--- src/rtl/tmds_pkg.sv ---
// Shared TMDS sink definitions: control tokens, token lookup, symbol balance and the
// alignment FSM state type.
package tmds_pkg;

  localparam logic [9:0] TokenCtrl00 = 10'b1101010100;
  localparam logic [9:0] TokenCtrl01 = 10'b0010101011;
  localparam logic [9:0] TokenCtrl10 = 10'b0101010100;
  localparam logic [9:0] TokenCtrl11 = 10'b1010101011;

  typedef enum logic [1:0] {
    StSearch,
    StSlipWait,
    StLocked
  } align_state_e;

  typedef struct packed {
    logic       is_token;
    logic [1:0] ctrl;
  } token_info_t;

  function automatic token_info_t token_lookup(input logic [9:0] sym);
    token_info_t info;
    info = '{is_token: 1'b1, ctrl: 2'b00};
    case (sym)
      TokenCtrl00: info.ctrl = 2'b00;
      TokenCtrl01: info.ctrl = 2'b01;
      TokenCtrl10: info.ctrl = 2'b10;
      TokenCtrl11: info.ctrl = 2'b11;
      default:     info = '{is_token: 1'b0, ctrl: 2'b00};
    endcase
    return info;
  endfunction

  // Ones minus zeros of a 10-bit symbol, range -10..+10.
  function automatic logic signed [5:0] symbol_balance(input logic [9:0] sym);
    int ones;
    int bal;
    ones = 0;
    for (int i = 0; i < 10; i++) begin
      ones += int'(sym[i]);
    end
    bal = 2 * ones - 10;
    return bal[5:0];
  endfunction

endpackage

--- src/rtl/tmds_symbol_decode.sv ---
// Combinational TMDS symbol decode: control-token detection plus the 10b->8b data inverse.
module tmds_symbol_decode
  import tmds_pkg::*;
(
  input  logic [9:0] i_sym,
  output logic       o_is_token,
  output logic [1:0] o_ctrl,
  output logic [7:0] o_data
);

  token_info_t info;
  logic [7:0]  q;
  logic [7:0]  x;

  always_comb begin
    info       = token_lookup(i_sym);
    o_is_token = info.is_token;
    o_ctrl     = info.ctrl;
    q          = i_sym[9] ? ~i_sym[7:0] : i_sym[7:0];
    // x[k] = q[k] ^ q[k-1]; bit 0 of x is unused
    x          = q ^ {q[6:0], 1'b0};
    o_data     = {i_sym[8] ? x[7:1] : ~x[7:1], q[0]};
  end

endmodule

--- src/rtl/tmds_decoder.sv ---
// TMDS channel decoder with bitslip-driven symbol alignment and lock monitoring.
// Optional running-disparity checker enabled by defining TMDS_DISPARITY_CHECK_EN.
module tmds_decoder
  import tmds_pkg::*;
#(
  parameter int unsigned CTRL_RUN      = 8,
  parameter int unsigned SEARCH_WINDOW = 4096,
  parameter int unsigned SLIP_SETTLE   = 4,
  parameter int unsigned LOCK_TIMEOUT  = 4096,
  parameter int unsigned DISP_LIMIT    = 12
) (
  input  logic       i_clk,
  input  logic       i_rst_n,
  input  logic [9:0] i_tmds,
  output logic [7:0] o_data,
  output logic [1:0] o_control,
  output logic       o_de,
  output logic       o_valid,
  output logic       o_locked,
  output logic       o_bitslip,
  output logic       o_disp_err
);

  localparam int unsigned RunW = $clog2(CTRL_RUN + 1);
  localparam int unsigned WinW = $clog2(SEARCH_WINDOW + 1);
  localparam int unsigned SetW = $clog2(SLIP_SETTLE + 1);
  localparam int unsigned TmoW = $clog2(LOCK_TIMEOUT + 1);

  localparam logic [RunW-1:0] RunLast = RunW'(CTRL_RUN - 1);
  localparam logic [WinW-1:0] WinLast = WinW'(SEARCH_WINDOW - 1);
  localparam logic [SetW-1:0] SetLast = SetW'(SLIP_SETTLE - 1);
  localparam logic [TmoW-1:0] TmoLast = TmoW'(LOCK_TIMEOUT - 1);

  logic [9:0]      sym_q;
  logic            is_token;
  logic [1:0]      dec_ctrl;
  logic [7:0]      dec_data;

  align_state_e    state_q, state_d;
  logic [RunW-1:0] run_q, run_d;
  logic [WinW-1:0] win_q, win_d;
  logic [SetW-1:0] settle_q, settle_d;
  logic [TmoW-1:0] tmo_q, tmo_d;
  logic            slip_d;
  logic            locked;
  logic            emit_data;

  logic [7:0]      data_q;
  logic [1:0]      ctrl_q;
  logic            de_q, valid_q, bitslip_q, disp_err_q;
  logic            disp_err_d;

  tmds_symbol_decode u_symbol_decode (
    .i_sym      (sym_q),
    .o_is_token (is_token),
    .o_ctrl     (dec_ctrl),
    .o_data     (dec_data)
  );

  assign locked    = (state_q == StLocked);
  assign emit_data = locked & ~is_token;

  always_comb begin
    state_d  = state_q;
    run_d    = run_q;
    win_d    = win_q;
    settle_d = settle_q;
    tmo_d    = tmo_q;
    slip_d   = 1'b0;
    unique case (state_q)
      StSearch: begin
        run_d = is_token ? run_q + 1'b1 : '0;
        // Lock takes priority over a window expiring on the same symbol
        if (is_token && (run_q >= RunLast)) begin
          state_d = StLocked;
          run_d   = '0;
          win_d   = '0;
          tmo_d   = '0;
        end else if (win_q >= WinLast) begin
          state_d  = StSlipWait;
          slip_d   = 1'b1;
          run_d    = '0;
          win_d    = '0;
          settle_d = '0;
        end else begin
          win_d = win_q + 1'b1;
        end
      end
      StSlipWait: begin
        if (settle_q >= SetLast) begin
          state_d  = StSearch;
          settle_d = '0;
          run_d    = '0;
          win_d    = '0;
        end else begin
          settle_d = settle_q + 1'b1;
        end
      end
      StLocked: begin
        if (is_token) begin
          tmo_d = '0;
        end else if (tmo_q >= TmoLast) begin
          state_d = StSearch;
          tmo_d   = '0;
          run_d   = '0;
          win_d   = '0;
        end else begin
          tmo_d = tmo_q + 1'b1;
        end
      end
      default: state_d = StSearch;
    endcase
  end

  always_ff @(posedge i_clk) begin
    if (!i_rst_n) begin
      sym_q      <= '0;
      state_q    <= StSearch;
      run_q      <= '0;
      win_q      <= '0;
      settle_q   <= '0;
      tmo_q      <= '0;
      data_q     <= '0;
      ctrl_q     <= '0;
      de_q       <= 1'b0;
      valid_q    <= 1'b0;
      bitslip_q  <= 1'b0;
      disp_err_q <= 1'b0;
    end else begin
      sym_q      <= i_tmds;
      state_q    <= state_d;
      run_q      <= run_d;
      win_q      <= win_d;
      settle_q   <= settle_d;
      tmo_q      <= tmo_d;
      data_q     <= emit_data ? dec_data : '0;
      de_q       <= emit_data;
      valid_q    <= locked;
      bitslip_q  <= slip_d;
      disp_err_q <= disp_err_d;
      if (is_token) begin
        ctrl_q <= dec_ctrl;
      end
    end
  end

`ifdef TMDS_DISPARITY_CHECK_EN
  localparam logic signed [5:0] DispMax = 6'(DISP_LIMIT);

  logic signed [5:0] disp_q, disp_d, disp_sum;

  // Worst case before clearing is +/-(DispMax + 10), which still fits 6 bits
  always_comb begin
    disp_d     = disp_q;
    disp_err_d = 1'b0;
    disp_sum   = disp_q + symbol_balance(sym_q);
    if (is_token) begin
      disp_d = '0;
    end else if (locked) begin
      if ((disp_sum > DispMax) || (disp_sum < -DispMax)) begin
        disp_err_d = 1'b1;
        disp_d     = '0;
      end else begin
        disp_d = disp_sum;
      end
    end
  end

  always_ff @(posedge i_clk) begin
    if (!i_rst_n) begin
      disp_q <= '0;
    end else begin
      disp_q <= disp_d;
    end
  end
`else
  logic unused_disp_limit;
  assign unused_disp_limit = ^DISP_LIMIT;
  assign disp_err_d        = 1'b0;
`endif

  assign o_data     = data_q;
  assign o_control  = ctrl_q;
  assign o_de       = de_q;
  assign o_valid    = valid_q;
  assign o_locked   = locked;
  assign o_bitslip  = bitslip_q;
  assign o_disp_err = disp_err_q;

endmodule

--- config.mk ---
export PLATFORM = sky130hd
export DESIGN_NAME = tmds_decoder
export DESIGN_NICKNAME = d
export VERILOG_FILES = /design/src/rtl/tmds_pkg.sv /design/src/rtl/tmds_symbol_decode.sv /design/src/rtl/tmds_decoder.sv
export SDC_FILE = /design/constraint.sdc
export NUM_CORES = 1
export LEC_CHECK = 0
export ABC_AREA = 1
export CAP_MARGIN = 10
export CELL_PAD_IN_SITES_DETAIL_PLACEMENT = 1
export CELL_PAD_IN_SITES_GLOBAL_PLACEMENT = 2
export CORE_ASPECT_RATIO = 1.1
export CORE_MARGIN = 3
export CORE_UTILIZATION = 36
export CTS_BUF_LIST = sky130_fd_sc_hd__clkbuf_8
export DETAILED_ROUTE_END_ITERATION = 16
export PLACE_DENSITY = 0.84
export SYNTH_ARGS = -nofsm -noshare
export SYNTH_HDL_FRONTEND = slang
export SYNTH_SLANG_ARGS = --single-unit
--- constraint.sdc ---
create_clock -name i_clk -period 3.5 [get_ports i_clk]
set_input_delay 0.525 -clock i_clk [delete_from_list [all_inputs] [get_ports i_clk]]
set_output_delay 0.525 -clock i_clk [all_outputs]
set_load 0.02 [all_outputs]
==> flow_summary.toml, run 1 <==
[run_status]
status = "complete, no violations"

[pwr]
pwr-share-comb_pct = 4.7
netSwitchingPower_uw = 338.9
power_leakage_nw = 1.776
peakVddDrop_mv = 0.1686
power.internal_mw = 1.045
pwr-share-clk_pct = 46.3
power_per_cell_area_mw_per_mm2 = 380.3
switching_share_pct = 24.48
pwr-share-seq_pct = 49.0

[critical_path]
cp-start-kind = "flip-flop"
critPathArrivalTime_ns = 1.77
worstPathMaxFanout = 6
critPathLaunch = "state_q[0]$_SDFFE_PN0P_"
crit_type = "reg -> out"
crit_path_end_kind = "primary output"
rr_worst_depth = 11
r2r_setup_slack_ns = 1.57
r2r_start = "settle_q[0]$_SDFFE_PN0P_"
rr_endpoint = "win_q[3]$_SDFFE_PN0P_"
required_ns = 2.97

[floorplan]
die_h_um = 103.6
initial_core_util_pct = 38.14
die_w_um = 94.70
io_pins = 27
placementRows = 34
die_area_mm2 = 0.009808
core_mm2 = 0.008168

[routing]
vias = 2841
routedWlPerCell_um = 12.50
dr.pass1.iters = 4
postRouteAntennaNets = 0
drtIter0Drc = 59
routed_wl_um = 7636
drcViolationCount = 0
via_per_inst = 4.650

[sta]
relSlewSlack_pct = 60.26
tightest_slew_ns = 0.5954
setup_viol = 0
fin_crit_sh_pct = 65.67
fmax_mhz = 435.1
hold_ws_ns = 0.4682
fin_crit_ns = 2.298
rsz0062_at_grt = "false"
drv_slew = 0
finalHoldViolations = 0
skew_ns = 0.007009
totalNegativeSetupSlack_ns = 0

[clock_tree]
cts_root_buf = "clkbuf_8"
clock_latency_ns = 0.33
hold_buffers = 0
post_cts_buffers = 0
numCtsBuffers = 9
cts_tree = "built"
clk_path_buf_depth = 2
cts.clk_slew.worst_paths_ns = 0.07
cts.sinks = 58
cts.repair.resized = 0
htreeDepth = 3

[hold_path]
hold_path_depth = 2
min_to = "win_q[12]$_SDFFE_PN0P_"
holdCritPathClass = "reg -> reg"
holdCritStartpoint = "win_q[12]$_SDFFE_PN0P_"

[cells_and_area]
layout.nets = 519
fin_area_mm2 = 0.003640
antennaDiodeCount = 0
area_delta_synth_final_pct = 16.83
drive_gt1_share_pct = 6.163

[yosys]
yosys_warnings = 0
syn_nets = 492
syn_avg_cell_area_um2 = 6.615
seq_area_frac_synth_pct = 37.27
netlist_area_mm2 = 0.003115
yosys_register_bits = 58
ys_types = 28
syn_inst = 471

[place]
post-dp-hpwl_um = 5716
gp_congestion = 0.7735
port_buffers = 25
dpl_cell_area_mm2 = 0.003436

[grt]
antenna_found_initial = 0
overflow = 0
grt_pass1_vias = 2926
grt_pass1_wl_um = 13250
grt_use_total_pct = 16.78
grt_max_degree = 30

[flow_run]
max_cap_viol_count = 0
-- layer usage --
metal  track usage [%]  vias to the layer above  wire [um]
met4             5.773                        0        114
met2             28.16                       20       3690
met1             21.14                     1316       3675
li1                  -                     1496          -
met3             3.263                        9        154
met5                 0                        -          0
-- cell families (layout without fill, tap and decap cells) --
| logic type | Yosys count | in the layout | share of synthesized area (%) |
|---|---|---|---|
| flip-flops | 58 | 58 | 37.27 |
| AND/OR/NAND/NOR | 256 | 256 | 36.06 |
| AO/OA/AOI/OAI | 39 | 39 | 6.305 |
| XOR/XNOR | 15 | 15 | 4.217 |
| other | 1 | 1 | 0.1204 |
| buffers and inverters | 93 | 125 | 12.41 |
| adder cells (fa/ha/maj) | 9 | 9 | 3.615 |
-- through the flow --
step	setup slack, ns	total power, mW	util [%]	std cells
after floorplan	1.785	0.7359	-	471
after CTS	1.171	1.412	44.56	611
after global placement	1.580	0.7579	42.07	595
after global routing	1.106	1.452	44.56	611
after detailed placement	1.521	0.7597	42.07	595
final	1.202	1.384	44.56	611
-- critical path: stages (launching register included) --
cell and delay (ns):
dfxtp_1 0.34, inv_1 0.10, ha_1 0.34, clkdlybuf4s50_1 0.67
-- state kept, by name, summed over array words and instances (netlist names) --
signal and flops:
o_valid 1, sym_q 10, state_q 2, tmo_q 13, o_bitslip 1, o_de 1, o_data 8, run_q 4
o_control 2, settle_q 3, win_q 13
-- layout make-up --
class | instances | area, um2
Inverter | 83 | 314.1
Multi-Input combinational cell | 320 | 1568
Clock inverter | 6 | 66.31
Tap cell | 108 | 135.1
Fill cell | 1090 | 4528
Clock buffer | 10 | 137.6
Timing Repair Buffer | 26 | 257.7
Sequential cell | 58 | 1161
-- power by group through the flow --
stage / Combinational, mW / Sequential, mW / Clock [mW]
after global routing: 0.0752 / 0.679 / 0.698
final: 0.0649 / 0.678 / 0.641
after global placement: 0.0644 / 0.693 / 0
after floorplan: 0.0454 / 0.690 / 0
after CTS: 0.0667 / 0.678 / 0.667
after detailed placement: 0.0661 / 0.694 / 0
-- placed cells by master, fill, tap and decap left out --
cell type / count
nand2_1: 116
nor2_1: 81
inv_1: 80
dfxtp_1: 58
nand3_1: 28
clkdlybuf4s50_1: 25
a21oi_1: 23
o21ai_0: 14
xor2_1: 13
nand4_1: 10
clkbuf_8: 10
ha_1: 9
nor3_1: 5
nand3_2: 4
nand2_4: 3
nand3b_1: 3
clkinvlp_4: 3
inv_2: 2
nor2_2: 2
nand3_4: 2
xnor2_1: 2
inv_4: 1
nor4_1: 1
o21ai_1: 1
and2_1: 1
a31oi_1: 1
conb_1: 1
clkinv_2: 1
clkinv_4: 1
bufinv_16: 1
buf_4: 1
-- cells in the mapped netlist --
cell type	instances	area, um2
inv_2	2	7.510
o21ai_1	1	5.000
buf_2	1	5.000
nor2_2	2	12.51
a31oi_1	1	6.260
nor2_1	81	304.0
buf_6	3	33.78
o21ai_0	14	70.07
inv_1	80	300.3
nand2_1	116	435.4
a21oi_1	23	115.1
nand3b_1	3	22.52
clkbuf_1	3	11.26
nand2_4	3	33.78
nor4_1	1	6.260
nand4_1	10	62.56
nor3_1	5	25.02
dfxtp_1	58	1161
nand3_4	2	35.03
inv_4	1	6.260
xor2_1	13	113.9
nand3_2	4	40.04
ha_1	9	112.6
nand3_1	28	140.1
conb_1	1	3.750
and2_1	1	6.260
xnor2_1	2	17.52
buf_4	3	22.52
-- how the worst max path moves through the flow --
stage,end,slack [ns]
global placement,win_q[3]$_SDFFE_PN0P_,1.58
detailed placement,o_data[3]$_SDFF_PN0_,1.52
global route,o_locked,1.11
finish,o_locked,1.20
floorplan,run_q[2]$_SDFFE_PN0P_,1.78
CTS,o_locked,1.17
Power figures use the tool's default switching activity.
==> run 2: changes to the inputs <==
--- a/config.mk
+++ b/config.mk
@@ -11,10 +11,10 @@
 export CELL_PAD_IN_SITES_GLOBAL_PLACEMENT = 2
 export CORE_ASPECT_RATIO = 1.1
 export CORE_MARGIN = 3
-export CORE_UTILIZATION = 36
+export CORE_UTILIZATION = 30
 export CTS_BUF_LIST = sky130_fd_sc_hd__clkbuf_8
 export DETAILED_ROUTE_END_ITERATION = 16
-export PLACE_DENSITY = 0.84
+export PLACE_DENSITY = 0.74
 export SYNTH_ARGS = -nofsm -noshare
 export SYNTH_HDL_FRONTEND = slang
 export SYNTH_SLANG_ARGS = --single-unit
==> constraint.sdc (replaced) <==
create_clock -name i_clk -period 1.9 [get_ports i_clk]
set_input_delay 0.285 -clock i_clk [delete_from_list [all_inputs] [get_ports i_clk]]
set_output_delay 0.285 -clock i_clk [all_outputs]
set_load 0.02 [all_outputs]
==> flow_summary.toml, run 2 (synthesis gave the netlist of run 1 again) <==
[critical_path]
critPathArrivalTime_ns = 1.96
required_ns = 2.14
cp-start-kind = "flip-flop"
crit_type = "reg -> reg"
worstPathMaxFanout = 6
rr_worst_depth = 10
crit_path_end_kind = "flip-flop"

[floorplan]
placementRows = 38
core_mm2 = 0.009985
die_area_mm2 = 0.01165
die_h_um = 112.9
io_pins = 27
initial_core_util_pct = 31.20
die_w_um = 103.2

[clock_tree]
cts.clk_slew.worst_paths_ns = 0.07
hold_buffers = 0
cts.sinks = 58
clock_latency_ns = 0.34
clk_path_buf_depth = 2
cts_root_buf = "clkbuf_8"
numCtsBuffers = 9
htreeDepth = 3
cts_tree = "built"

[sta]
finalHoldViolations = 0
drv_slew = 0
fmax_mhz = 581.4
rsz0062_at_grt = "false"
fin_crit_ns = 1.720
hold_ws_ns = 0.4548
skew_ns = 0.01445
fin_crit_sh_pct = 90.52
setup_viol = 0

[cells_and_area]
area_delta_synth_final_pct = 23.05
top_regs = "tmo_q (13), win_q (13), sym_q (10)"
final_cell_mix = "113 x nand2_1, 79 x inv_1, 76 x nor2_1, 54 x dfxtp_1, 26 x nand3_1"
antennaDiodeCount = 0
drive_gt1_share_pct = 12.28
layout.nets = 537
utilization_pct = 38.40
final_common_cell = "nand2_1"

[grt]
grt_pass1_wl_um = 13990
grt_use_total_pct = 15.16
grt_max_degree = 17
antenna_found_initial = 0
overflow = 0
grt_pass1_vias = 3048

[pwr]
netSwitchingPower_uw = 647.6
power.internal_mw = 1.815
pwr-share-seq_pct = 50.7
peakVddDrop_mv = 0.2652
pwr-share-clk_pct = 43.9
pwr-share-comb_pct = 5.4
switching_share_pct = 26.29
power_per_cell_area_mw_per_mm2 = 642.4
power_leakage_nw = 1.882

[routing]
drtIter0Drc = 78
vias = 2954
routedWlPerCell_um = 12.58
via_per_inst = 4.608
routed_wl_um = 8064
dr.pass1.iters = 4
drcViolationCount = 0
postRouteAntennaNets = 0

[flow_run]
max_cap_viol_count = 0

[run_status]
status = "complete, no violations"

[hold_path]
holdCritPathClass = "reg -> reg"
hold_path_depth = 2

[place]
gp_congestion = 0.7772
port_buffers = 25
post-dp-hpwl_um = 6301
==> run 2: cell count changes in the layout (fill, tap and decap cells not counted), sizes merged <==
cell and delta:
bufinv -1, dlygate4sd2 +1, buf +18, clkinv +2
inv +1, clkdlybuf4s50 -1, clkinvlp -2
==> run 2: repair_timing <==
action	4_1_cts	5_1_grt
gates resized for setup	3	20
setup buffers	0	2
pin swaps	0	5
setup endpoints to repair	3	24
==> run 2: final timing paths <==
path | end | slack (ns) | start
worst max register to register | win_q[1]$_SDFFE_PN0P_ | 0.18 | state_q[0]$_SDFFE_PN0P_
worst max-delay path | win_q[1]$_SDFFE_PN0P_ | 0.18 | state_q[0]$_SDFFE_PN0P_
worst min register to register | win_q[12]$_SDFFE_PN0P_ | 0.45 | win_q[12]$_SDFFE_PN0P_
worst min-delay path | win_q[12]$_SDFFE_PN0P_ | 0.45 | win_q[12]$_SDFFE_PN0P_
==> run 2: routing by layer <==
layer	GRT usage (%)	vias up	wire [um]
met5	0	-	0
met4	6.218	0	131
met3	2.219	10	178
met2	25.20	25	3974
met1	19.41	1386	3778
li1	-	1533	-
==> run 2: area by class of cell <==
class	instances	area (um2)
clock inverters	6	51.30
fillers	1294	6151
inverters	83	319.1
repair buffers	44	391.6
multi-input cells	320	1618
well taps	120	150.1
clock buffers	10	137.6
flip-flops and latches	58	1166
==> run 2: stage by stage <==
step	total power, mW	cells	instance area (um2)	setup TNS (ns)	setup WS, ns
6_report	2.463	641	3834	0	0.1801
5_1_grt	2.600	641	3834	0	0.002120
3_5_place_dp	1.410	623	3571	-0.02043	-0.02043
3_3_place_gp	1.409	623	3571	0	0.06933
2_1_floorplan	1.356	471	3115	0	0.1847
4_1_cts	2.511	639	3761	0	0.05645
==> run 2: power groups by stage <==
stage	Clock (mW)	Combinational, mW	Sequential [mW]
5_1_grt	1.19	0.154	1.25
2_1_floorplan	0	0.0836	1.27
3_5_place_dp	0	0.133	1.28
3_3_place_gp	0	0.133	1.28
6_report	1.08	0.132	1.25
4_1_cts	1.13	0.134	1.25
==> run 2: worst max-delay path: stages, from the launching register on <==
cell and delay (ns):
dfxtp_1 0.34, inv_1 0.09, ha_1 0.22, inv_1 0.10, nor2_1 0.20, nand3_4 0.16, nand3_4 0.17, buf_4 0.16
a21oi_1 0.06, nand2_1 0.09, inv_1 0.03
==> run 3: changes to the inputs <==
--- a/config.mk
+++ b/config.mk
@@ -9,12 +9,12 @@
 export CAP_MARGIN = 10
 export CELL_PAD_IN_SITES_DETAIL_PLACEMENT = 1
 export CELL_PAD_IN_SITES_GLOBAL_PLACEMENT = 2
-export CORE_ASPECT_RATIO = 1.1
+export CORE_ASPECT_RATIO = 0.6
 export CORE_MARGIN = 3
 export CORE_UTILIZATION = 30
 export CTS_BUF_LIST = sky130_fd_sc_hd__clkbuf_8
 export DETAILED_ROUTE_END_ITERATION = 16
-export PLACE_DENSITY = 0.74
+export PLACE_DENSITY_LB_ADDON = 0.12
 export SYNTH_ARGS = -nofsm -noshare
 export SYNTH_HDL_FRONTEND = slang
 export SYNTH_SLANG_ARGS = --single-unit
==> flow_summary.toml, run 3 (synthesis gave the netlist of run 1 again) <==
[grt]
grt_use_total_pct = 15.68
overflow = 0
antenna_found_initial = 0
grt_pass1_wl_um = 14340
grt_max_degree = 19
grt_pass1_vias = 2908

[critical_path]
slowest_stage = "dfxtp_1"
max_stage_delay_ns = 0.37
worstPathMaxFanout = 7
cp_top_family = "simple AND/OR/NAND/NOR gates"
critPathLaunch = "tmo_q[0]$_SDFFE_PN0P_"
r2r_start = "tmo_q[0]$_SDFFE_PN0P_"
critPathArrivalTime_ns = 2.04
crit_path_end_kind = "flip-flop"
required_ns = 2.20
cp_cell_sequence = "ha_1 -> nand2_1 -> nor2_2 -> nand2_1 -> nand3_2 -> nand3_4 -> buf_4 -> a21oi_1 -> nand2_1 -> inv_1"
crit_type = "reg -> reg"
cp-start-kind = "flip-flop"
path_buf_inv = 2
cp_common_cell = "nand2_1"

[clock_tree]
clock_latency_ns = 0.35
cts_root_buf = "clkbuf_8"
clk_path_buf_depth = 2
hold_buffers = 0
cts_tree = "built"
htreeDepth = 3
cts.clk_slew.worst_paths_ns = 0.08
cts.sinks = 58
numCtsBuffers = 9

[sta]
fmax_mhz = 573.5
fin_crit_sh_pct = 91.77
drv_slew = 0
fin_crit_ns = 1.744
rsz0062_at_grt = "true"
totalNegativeSetupSlack_ns = 0
finalHoldViolations = 0
skew_ns = 0.009486
setup_viol = 0

[routing]
vias = 2921
via_per_inst = 4.453
routed_wl_um = 8671
dr.pass1.iters = 4
routedWlPerCell_um = 13.22
drcViolationCount = 0
postRouteAntennaNets = 0
drtIter0Drc = 91

[flow_run]
max_cap_viol_count = 0

[cells_and_area]
final_common_cell = "nand2_1"
fin_area_mm2 = 0.003899
fin_cells = 656
final_cell_mix = "114 x nand2_1, 79 x inv_1, 77 x nor2_1, 58 x dfxtp_1, 27 x nand3_1"
area_delta_synth_final_pct = 25.14
layout.nets = 537
antennaDiodeCount = 0
top_regs = "tmo_q (13), win_q (13), sym_q (10)"
drive_gt1_share_pct = 11.13

[run_status]
status = "complete, no violations"

[floorplan]
die_area_mm2 = 0.01168
die_w_um = 137.6
placementRows = 28
core_mm2 = 0.009985
initial_core_util_pct = 31.20
die_h_um = 84.94
io_pins = 27

[place]
dpl_cell_area_mm2 = 0.003582
gp_congestion = 0.8083
post-dp-hpwl_um = 6641
port_buffers = 25
placed_cells = 637

[hold_path]
holdCritStartpoint = "i_tmds[2]"
holdCritPathClass = "in -> reg"

[pwr]
power_per_cell_area_mw_per_mm2 = 694.0
power_leakage_nw = 1.902
peakVddDrop_mv = 0.3109
## run 3: cell count changes in the layout (fill, tap and decap cells not counted), sizes merged
cell,previous run,this run
clkinv,4,3
bufinv,0,2
inv,84,83
## run 3: cell type report
type	instances	area, um2
Clock buffer	10	137.6
Tap cell	135	168.9
Fill cell	1298	6086
Inverter	83	316.6
Clock inverter	6	90.09
Multi-Input combinational cell	320	1620
Timing Repair Buffer	44	404.1
Sequential cell	58	1161
## run 3: timing repair
action | in CTS | in global routing
pin swaps | 0 | 7
resized for setup | 1 | 14
setup buffers | 0 | 3
endpoints found under the setup margin | 1 | 29
gates cloned | 0 | 0
## run 3: worst reg2reg max path: stages (launching register included)
cell,delay [ns]
dfxtp_1,0.37
ha_1,0.20
nand2_1,0.09
nor2_2,0.19
nand2_1,0.09
nand3_2,0.16
nand3_4,0.16
buf_4,0.20
a21oi_1,0.12
nand2_1,0.06
inv_1,0.05
## run 3: metal layers
layer / vias up / global-route usage [%] / wire length (um)
met5: - / 0 / 0
met4: 0 / 5.435 / 150
met3: 13 / 4.088 / 268
met2: 35 / 21.06 / 3297
met1: 1340 / 23.80 / 4955
li1: 1533 / - / -
## run 3: metrics by stage
stage	hold WS (ns)	total power, mW	utilization [%]	setup WS (ns)
6_report	0.4661	2.706	39.05	0.1565
5_1_grt	0.4744	2.825	39.05	-0.0004350
4_1_cts	0.4535	2.758	38.15	0.03830
3_5_place_dp	0.4608	1.411	35.88	0.05248
3_3_place_gp	0.4421	1.409	35.88	0.05402
2_1_floorplan	0.3826	1.356	-	0.1847
## run 3: path summary, 6_finish.rpt
kind	endpoint	slack, ns	cells after the start
setup / recovery	win_q[0]$_SDFFE_PN0P_	0.16	10
hold / removal	sym_q[2]$_SDFF_PN0_	0.47	3
setup reg to reg	win_q[0]$_SDFFE_PN0P_	0.16	10
hold reg to reg	win_q[12]$_SDFFE_PN0P_	0.47	2
## run 3: power breakdown
part           switching [mW]  internal, mW  leakage (nW)  total (mW)
clock network           0.549         0.776         0.112        1.32
registers              0.0159          1.23         0.470        1.25
logic                  0.0732        0.0600          1.32       0.133
